===== src/rtl/instr_fetch_unit.sv =====
// Fetch stage: owns the PC, issues req/ack word fetches, buffers one instruction for IF/ID.
// Ack at edge N gives valid instr_o in cycle N+1; stalls hold the buffer and withhold new requests.
module instr_fetch_unit #(
  parameter logic [31:0] RESET_PC = 32'h0000_0000
) (
  input  logic        clk_i,
  input  logic        rst_i,
  input  logic        hazardDetected_i,
  input  logic        IFFlush_i,
  input  logic [31:0] branchTarget_i,
  output logic        imemReq_o,
  output logic [31:0] imemAddr_o,
  input  logic        imemAck_i,
  input  logic [31:0] imemData_i,
  output logic [31:0] instr_o,
  output logic [31:0] instrAddr_o,
  output logic        instrValid_o
);

  typedef enum logic [1:0] {
    REQ   = 2'd0,
    FULL  = 2'd1,
    DRAIN = 2'd2
  } state_t;

  state_t      state, state_nxt;
  logic [31:0] pc, pc_nxt;
  logic [31:0] redir_pc, redir_pc_nxt;
  logic [31:0] buf_instr, buf_instr_nxt;
  logic [31:0] buf_addr, buf_addr_nxt;
  logic        buf_valid, buf_valid_nxt;
  logic [31:0] target;
  logic        req_raw;
  logic        ack;

  assign target  = branchTarget_i & 32'hFFFF_FFFC;
  // In FULL a new fetch is only requested when the buffer is being consumed.
  assign req_raw = (state == FULL) ? !hazardDetected_i : 1'b1;
  assign ack     = req_raw & imemAck_i;

  always_ff @(posedge clk_i or posedge rst_i) begin
    if (rst_i) begin
      state <= REQ;
    end else begin
      state <= state_nxt;
    end
  end

  always_ff @(posedge clk_i or posedge rst_i) begin
    if (rst_i) begin
      pc        <= RESET_PC;
      redir_pc  <= 32'h0;
      buf_instr <= 32'h0;
      buf_addr  <= 32'h0;
      buf_valid <= 1'b0;
    end else begin
      pc        <= pc_nxt;
      redir_pc  <= redir_pc_nxt;
      buf_instr <= buf_instr_nxt;
      buf_addr  <= buf_addr_nxt;
      buf_valid <= buf_valid_nxt;
    end
  end

  always_comb begin
    state_nxt     = state;
    pc_nxt        = pc;
    redir_pc_nxt  = redir_pc;
    buf_instr_nxt = buf_instr;
    buf_addr_nxt  = buf_addr;
    buf_valid_nxt = buf_valid;
    case (state)
      REQ: begin
        if (IFFlush_i) begin
          if (ack) begin
            pc_nxt = target;
          end else begin
            redir_pc_nxt = target;
            state_nxt    = DRAIN;
          end
        end else if (ack) begin
          buf_instr_nxt = imemData_i;
          buf_addr_nxt  = pc;
          buf_valid_nxt = 1'b1;
          pc_nxt        = pc + 32'd4;
          state_nxt     = FULL;
        end
      end
      FULL: begin
        if (IFFlush_i) begin
          buf_valid_nxt = 1'b0;
          // An unanswered request cannot be aborted, so its reply must be drained first.
          if (!req_raw || ack) begin
            pc_nxt    = target;
            state_nxt = REQ;
          end else begin
            redir_pc_nxt = target;
            state_nxt    = DRAIN;
          end
        end else if (!hazardDetected_i) begin
          if (ack) begin
            buf_instr_nxt = imemData_i;
            buf_addr_nxt  = pc;
            pc_nxt        = pc + 32'd4;
          end else begin
            buf_valid_nxt = 1'b0;
            state_nxt     = REQ;
          end
        end
      end
      DRAIN: begin
        if (ack) begin
          pc_nxt    = IFFlush_i ? target : redir_pc;
          state_nxt = REQ;
        end else if (IFFlush_i) begin
          redir_pc_nxt = target;
        end
      end
      default: begin
        state_nxt     = REQ;
        buf_valid_nxt = 1'b0;
      end
    endcase
  end

  always_comb begin
    imemReq_o    = req_raw & !rst_i;
    imemAddr_o   = rst_i ? 32'h0 : pc;
    instr_o      = buf_valid ? buf_instr : 32'h0;
    instrAddr_o  = buf_valid ? buf_addr : 32'h0;
    instrValid_o = buf_valid;
  end

endmodule


===== config.mk =====
export PLATFORM = sky130hd
export DESIGN_NAME = instr_fetch_unit
export DESIGN_NICKNAME = d
export VERILOG_FILES = /design/src/rtl/instr_fetch_unit.sv
export SDC_FILE = /design/constraint.sdc
export NUM_CORES = 1
export LEC_CHECK = 0
export CAP_MARGIN = 20
export CORE_AREA = 2 2 137 99
export DETAILED_ROUTE_END_ITERATION = 10
export DIE_AREA = 0 0 139 101
export PLACE_DENSITY = 0.85
export REMOVE_ABC_BUFFERS = 1
export SYNTH_ARGS = -nofsm -noshare
export SYNTH_HDL_FRONTEND = slang
export SYNTH_SLANG_ARGS = --single-unit

===== constraint.sdc =====
create_clock -name clk_i -period 9.8 [get_ports clk_i]
set_clock_uncertainty 0.05 [all_clocks]
set_input_delay 1.96 -clock clk_i [delete_from_list [all_inputs] [get_ports clk_i]]
set_output_delay 1.96 -clock clk_i [all_outputs]
set_load 0.02 [all_outputs]

# Yosys cells after proc, flatten, opt, wreduce, memory -nomap -nowiden
# Index checks and enable logic that the tools add are counted.
[word_totals]
reg_bits = 131
out_inout_bits = 98
elab_cells = 84
[op_classes]
n_addsub = 1
eq_ne = 18
mux = 44
bitwise_logic = 3
reduce_logical = 12
[ops]
columns = ["cell", "count"]
rows = [
  ["32-bit 2-to-1 mux", 24],
  ["32-bit one-hot mux with 3 select lines", 2],
  ["32-bit one-hot mux with 2 select lines", 2],
  ["32-bit by 3-bit adder with 32-bit output (second input constant)", 1],
  ["2-bit inequality test (second input constant)", 10],
  ["2-bit 2-to-1 mux", 8],
  ["3-bit inequality test (second input constant)", 5],
  ["5-bit AND reduction", 3],
  ["1-bit 2-to-1 mux", 6],
  ["2-bit one-hot mux with 3 select lines", 1],
  ["6-bit AND reduction", 1],
  ["4-bit AND reduction", 1],
  ["1-bit logical NOT", 3],
  ["3-bit by 2-bit inequality test with 1-bit output (second input constant)", 1],
  ["1-bit one-hot mux with 3 select lines", 1],
  ["3-bit nonzero test", 1],
  ["1-bit AND", 2],
  ["2-bit by 1-bit equality test with 1-bit output (second input constant)", 1],
  ["2-bit equality test (second input constant)", 1],
  ["2-bit logical NOT", 1],
  ["2-bit nonzero test", 1],
  ["1-bit logical OR", 1],
  ["1-bit inverter", 1],
]

# Logic depth before layout (Yosys ltp)
[depth]
ltp_word = 7
mapped_depth = 8

# Worst setup path after synthesis
# Ideal clock, no wire load.
[synth_path]
path_type = "input to output"
from = "input port rst_i"
to = "output port imemAddr_o[10]"
arrival_ns = 2.473
t_required_ns = 7.790
slack_ns = 5.317
cell_stages = 2
n_path_buf = 1
path_cell_list = "clkbuf_1 -> nor2b_1"
[synth_via]
elab_chain_cells = 1
[synth_lines]
columns = ["element", "line_no", "text"]
rows = [
  ["from (decl)", "7", "input logic rst_i,"],
  ["32-bit 2-to-1 mux", "128", "imemAddr_o = rst_i ? 32'h0 : pc;"],
  ["to (decl)", "12", "output logic [31:0] imemAddr_o,"],
]
# Every way passes these cells.

# Worst setup path after layout
[layout_path]
from = "input port rst_i"
to = "output port imemAddr_o[31]"
# The elaborated chain is that of the path after synthesis.

==> tab_implementation.tex <==
\begin{tabular}{lr}
\hline
Metric & Value \\
\hline
\multicolumn{2}{l}{\textbf{GRT}} \\
\quad GRT Residual Overflow & 0 \\
\quad Pin count of the biggest net entering global routing & 76 \\
\quad Initial antenna violation count & 0 \\
\quad Global-route wire length before repair & between 20000 and 30000 um \\
\quad Vias in the first global route & roughly 5500 \\
\quad Global routing usage summed across all routing layers & between 20\% and 30\% \\
\multicolumn{2}{l}{\textbf{Synthesis}} \\
\quad Cells after Synth & between 600 and 700 \\
\quad Primary flip-flop cell chosen by synthesis mapping & sky130\_fd\_sc\_hd\_\_dfrtp\_1 \\
\quad Area share of the largest cell type after synthesis & 48.9\% \\
\quad Area of the mapped netlist & 6700 um\^{}2 \\
\quad Post-synthesis simple-gate area fraction & roughly 20\% \\
\quad Share of flip-flops with an asynchronous set or reset & 100\% \\
\quad Mux share of post-synthesis cell area & 16.4\% \\
\quad Number of flops mapped to enable cells by yosys & 0 \\
\quad Number of warnings issued by yosys & 0 \\
\quad Top cells by area in the synthesized netlist & sky130\_fd\_sc\_hd\_\_dfrtp\_1, sky130\_fd\_sc\_hd\_\_mux2\_2, sky130\_fd\_sc\_hd\_\_and2\_1 \\
\quad Synth area leader & sky130\_fd\_sc\_hd\_\_dfrtp\_1 \\
\quad Distinct cell type count of the synthesized netlist & 54 \\
\quad Area fraction in compound gates after synthesis & a little over a tenth \\
\quad Share of the yosys chip area belonging to registers & between 40\% and 50\% \\
\quad Syn avg cell area & 10.6 um\^{}2 \\
\quad Share of synthesized cell area in full adder, half adder and majority cells & less than 1\% \\
\quad Largest family of logic cells by synthesized area & simple AND/OR/NAND/NOR gates \\
\quad Register bit count reported by yosys & roughly 130 \\
\quad Fraction of synthesized cell area in xor and xnor cells & 1.18\% \\
\multicolumn{2}{l}{\textbf{Power}} \\
\quad Clock power frac & 32.8\% \\
\quad Switching part of the total power & between 30\% and 40\% \\
\quad Proportion of power drawn by combinational gates & 29.5\% \\
\quad Proportion of power drawn by flip-flops and latches & a little under two fifths \\
\quad Reported net switching power & roughly 620 uW \\
\quad P\_int & between 1000 and 1500 uW \\
\quad Post-route total power & approximately 2000 uW \\
\quad VDD IR-drop max & 0.147 mV \\
\quad Power density cells & around 220 nW/um\^{}2 \\
\quad Static leakage power & 0.00371 uW \\
\multicolumn{2}{l}{\textbf{Worst setup path}} \\
\quad Critical path data required time & about 7.8 ns \\
\quad Depth of the most critical reg-to-reg path & 4 \\
\quad Most used cell along the critical path & sky130\_fd\_sc\_hd\_\_clkdlybuf4s50\_1 \\
\quad Startpoint Class & input pin \\
\quad Arrival time worst endpoint & around 3.5 ns \\
\quad Endpoint type of the worst setup path & primary output \\
\quad Worst path cell trace & clkdlybuf4s50\_1, buf\_4, nor2b\_1, clkdlybuf4s50\_1 \\
\quad Worst r2r dst & pc[30] \\
\quad R2r setup slk & just under 7 ns \\
\quad Largest stage delay on the critical path & 0.57 ns \\
\quad Crit path kind & in -> out \\
\quad Critical-path top delay cell & sky130\_fd\_sc\_hd\_\_clkdlybuf4s50\_1 \\
\quad Startpoint of the lowest-slack register-to-register path & state[0] \\
\quad Worst Path Max Fanout & 34 \\
\multicolumn{2}{l}{\textbf{Routing}} \\
\quad Vias per cell & 5.68 \\
\quad Drt pass-1 iters & 5 \\
\quad Routed wire length & between 15000 and 20000 um \\
\quad Number of design rule violations left after detail routing & 0 \\
\quad Number of vias after detailed routing & between 5000 and 6000 \\
\quad First DRT Iteration DRCs & 416 \\
\quad Post-DRT Antenna Nets & 0 \\
\quad Final routed wire length divided by cell count & roughly 18 um \\
\multicolumn{2}{l}{\textbf{Timing}} \\
\quad Number of max-slew violations in the final report & 0 \\
\quad Minimum period implied by the final worst setup slack & between 5 and 6 ns \\
\quad Final worst hold slack & 0.439 ns \\
\quad Top achievable clock speed & roughly 180 MHz \\
\quad Tcrit/Tclk final & 56.0\% \\
\quad Number of failing setup endpoints in the final timing report & 0 \\
\quad Slew @ Worst Pin & approximately 1.1 ns \\
\quad Sum of negative setup slack & 0 ns \\
\quad Max transition margin & a little under a quarter \\
\quad Number of endpoints with negative hold slack in the final report & 0 \\
\quad RSZ-0062 raised after global routing & false \\
\multicolumn{2}{l}{\textbf{Clock tree}} \\
\quad Clock transition at the registers of the reported paths & 0.06 ns \\
\quad Cts bufs inserted & 17 \\
\quad Number of buffers inserted for hold repair after clock tree synthesis & 0 \\
\quad Maximum level of the CTS H-tree & 4 \\
\quad Number of instances resized during post-cts repair & 0 \\
\quad CTS tree & done \\
\quad Post-CTS Setup Bufs & 0 \\
\quad Clock tree root driver cell & sky130\_fd\_sc\_hd\_\_clkbuf\_16 \\
\quad Number of clock sinks & between 100 and 150 \\
\quad Clock latency on the worst-skew pair & between 0.4 and 0.5 ns \\
\quad Clock Tree Buf Depth & 2 \\
\multicolumn{2}{l}{\textbf{Layout}} \\
\quad Area growth from synthesis to layout & 35.3\% \\
\quad Fill cell count & 938 \\
\quad Ant diodes & 0 \\
\quad Share of final-layout standard cells stronger than drive strength 1 & a little under a fifth \\
\quad NumNets Final & 850 \\
\quad Commonest non-fill, non-tap cell in the layout & sky130\_fd\_sc\_hd\_\_clkdlybuf4s50\_1 \\
\quad Most frequent cells in the layout & sky130\_fd\_sc\_hd\_\_clkdlybuf4s50\_1, sky130\_fd\_sc\_hd\_\_dfrtp\_1, sky130\_fd\_sc\_hd\_\_mux2\_2 \\
\quad Final design instance area without fill & 9060 um\^{}2 \\
\multicolumn{2}{l}{\textbf{Floorplan}} \\
\quad Number of rows in the core area & 35 \\
\quad Die Y-Extent & roughly 100 um \\
\quad Core Region & 12800 um\^{}2 \\
\quad Total Die Area & 14000 um\^{}2 \\
\quad Horizontal extent of the die & about 140 um \\
\quad Initial Util & 52.4\% \\
\quad Number of ports placed on the die boundary & 167 \\
\multicolumn{2}{l}{\textbf{Placed design}} \\
\quad HPWL after DPL & $\sim$11000 um \\
\quad Routability congestion estimate from global placement & 0.796 \\
\quad \# port buffers & approximately 160 \\
\quad Placed cell area & 8420 um\^{}2 \\
\multicolumn{2}{l}{\textbf{Outcome}} \\
\quad Status & finished, final reports clean \\
\multicolumn{2}{l}{\textbf{Flow run}} \\
\quad Count of maximum capacitance violations & 0 \\
\multicolumn{2}{l}{\textbf{Worst hold path}} \\
\quad Min-delay worst type & reg -> reg \\
\quad Launch instance of the worst min-delay path & buf\_addr[28] \\
\quad Count of cells along the worst hold path & 2 \\
\quad Hold Path Sink & buf\_addr[28] \\
\hline
\end{tabular}
[metal layers]
layer / track usage (%) / vias up / part of all wire [%]
met5: 0 / - / 0
met1: 31.2 / 2683 / 41
met3: 5.32 / 32 / 6.4
met4: 9.48 / 0 / 1.8
met2: 43.5 / 203 / 50
li1: - / 2527 / -
[layout make-up]
type	count	area, um^2	share of cell area [%]
Inverter	8	35.0	0.386
Timing Repair Buffer	171	1700	18.8
Clock buffer	19	443	4.89
Sequential cell	131	3280	36.2
Clock inverter	12	183	2.02
Tap cell	166	208	2.29
Multi-Input combinational cell	451	3220	35.5
[logic make-up (layout without fill, tap and decap cells)]
kind of cell               Yosys count  in the layout
and+or+nand+nor                    234            234
DFF                                131            131
AOI/OAI and AO/OA                  109            109
muxes                               98             98
buffers and inverters               52            210
xor gates and xnor gates             9              9
adders and majority gates            1              1
[worst max-delay path by stage]
stage               startpoint              to  slack [ns]  cells past startpoint
floorplan                rst_i     buf_addr[0]        4.29                      1
global placement         rst_i       imemReq_o        4.33                      4
detailed placement       rst_i   imemAddr_o[5]        4.31                      4
CTS                      rst_i  imemAddr_o[31]        4.30                      4
global route             rst_i  imemAddr_o[28]        4.24                      4
finish                   rst_i  imemAddr_o[31]        4.31                      4
[power groups by stage]
| stage | clock [uW] | combinational (uW) | sequential (uW) |
|---|---|---|---|
| final | 667 | 601 | 769 |
| after global routing | 704 | 643 | 787 |
| after CTS | 676 | 606 | 767 |
| after detailed placement | 0 | 600 | 775 |
| after global placement | 0 | 585 | 761 |
| after floorplan | 0 | 358 | 735 |
[critical path: cells and delay by family]
family	cells	cell delay [ns]
simple gates	1	0.10
buf+inv	3	1.41
[state kept, by name (all words and copies together), names as in the netlist]
register and flops:
redir_pc 32, state 2, instrValid_o 1, buf_addr 32
pc 32, buf_instr 32
[cells in the mapped netlist, types with 3 or more instances]
cell / count
sky130_fd_sc_hd__a31oi_1: 4
sky130_fd_sc_hd__o22a_1: 4
sky130_fd_sc_hd__o2111ai_1: 4
sky130_fd_sc_hd__a211oi_1: 4
sky130_fd_sc_hd__and4_1: 4
sky130_fd_sc_hd__inv_1: 8
sky130_fd_sc_hd__o31a_1: 3
sky130_fd_sc_hd__o22ai_1: 4
sky130_fd_sc_hd__buf_2: 16
sky130_fd_sc_hd__nor3b_1: 6
sky130_fd_sc_hd__and2_1: 69
sky130_fd_sc_hd__nor3_1: 7
sky130_fd_sc_hd__dfrtp_1: 131
sky130_fd_sc_hd__nand2_1: 42
sky130_fd_sc_hd__nor2b_1: 30
sky130_fd_sc_hd__o21ai_0: 28
sky130_fd_sc_hd__nor2_1: 36
sky130_fd_sc_hd__o211ai_1: 3
sky130_fd_sc_hd__o2bb2ai_1: 3
sky130_fd_sc_hd__mux2_2: 95
sky130_fd_sc_hd__a221oi_1: 3
sky130_fd_sc_hd__nand4_1: 6
sky130_fd_sc_hd__xor2_1: 8
sky130_fd_sc_hd__nand2b_1: 3
sky130_fd_sc_hd__mux2i_1: 3
sky130_fd_sc_hd__nand3_1: 17
sky130_fd_sc_hd__clkbuf_1: 26
sky130_fd_sc_hd__a22o_1: 4
sky130_fd_sc_hd__a21oi_1: 30
[per-stage QoR]
stage          utilization (%)  setup WS (ns)  instances
2_1_floorplan                -           4.29        590
3_3_place_gp              65.8           4.33        926
3_5_place_dp              65.8           4.31        926
4_1_cts                   70.7           4.30        957
5_1_grt                   70.9           4.24        958
6_report                  70.9           4.31        958
Note: power is estimated with default switching activity, not from simulation.
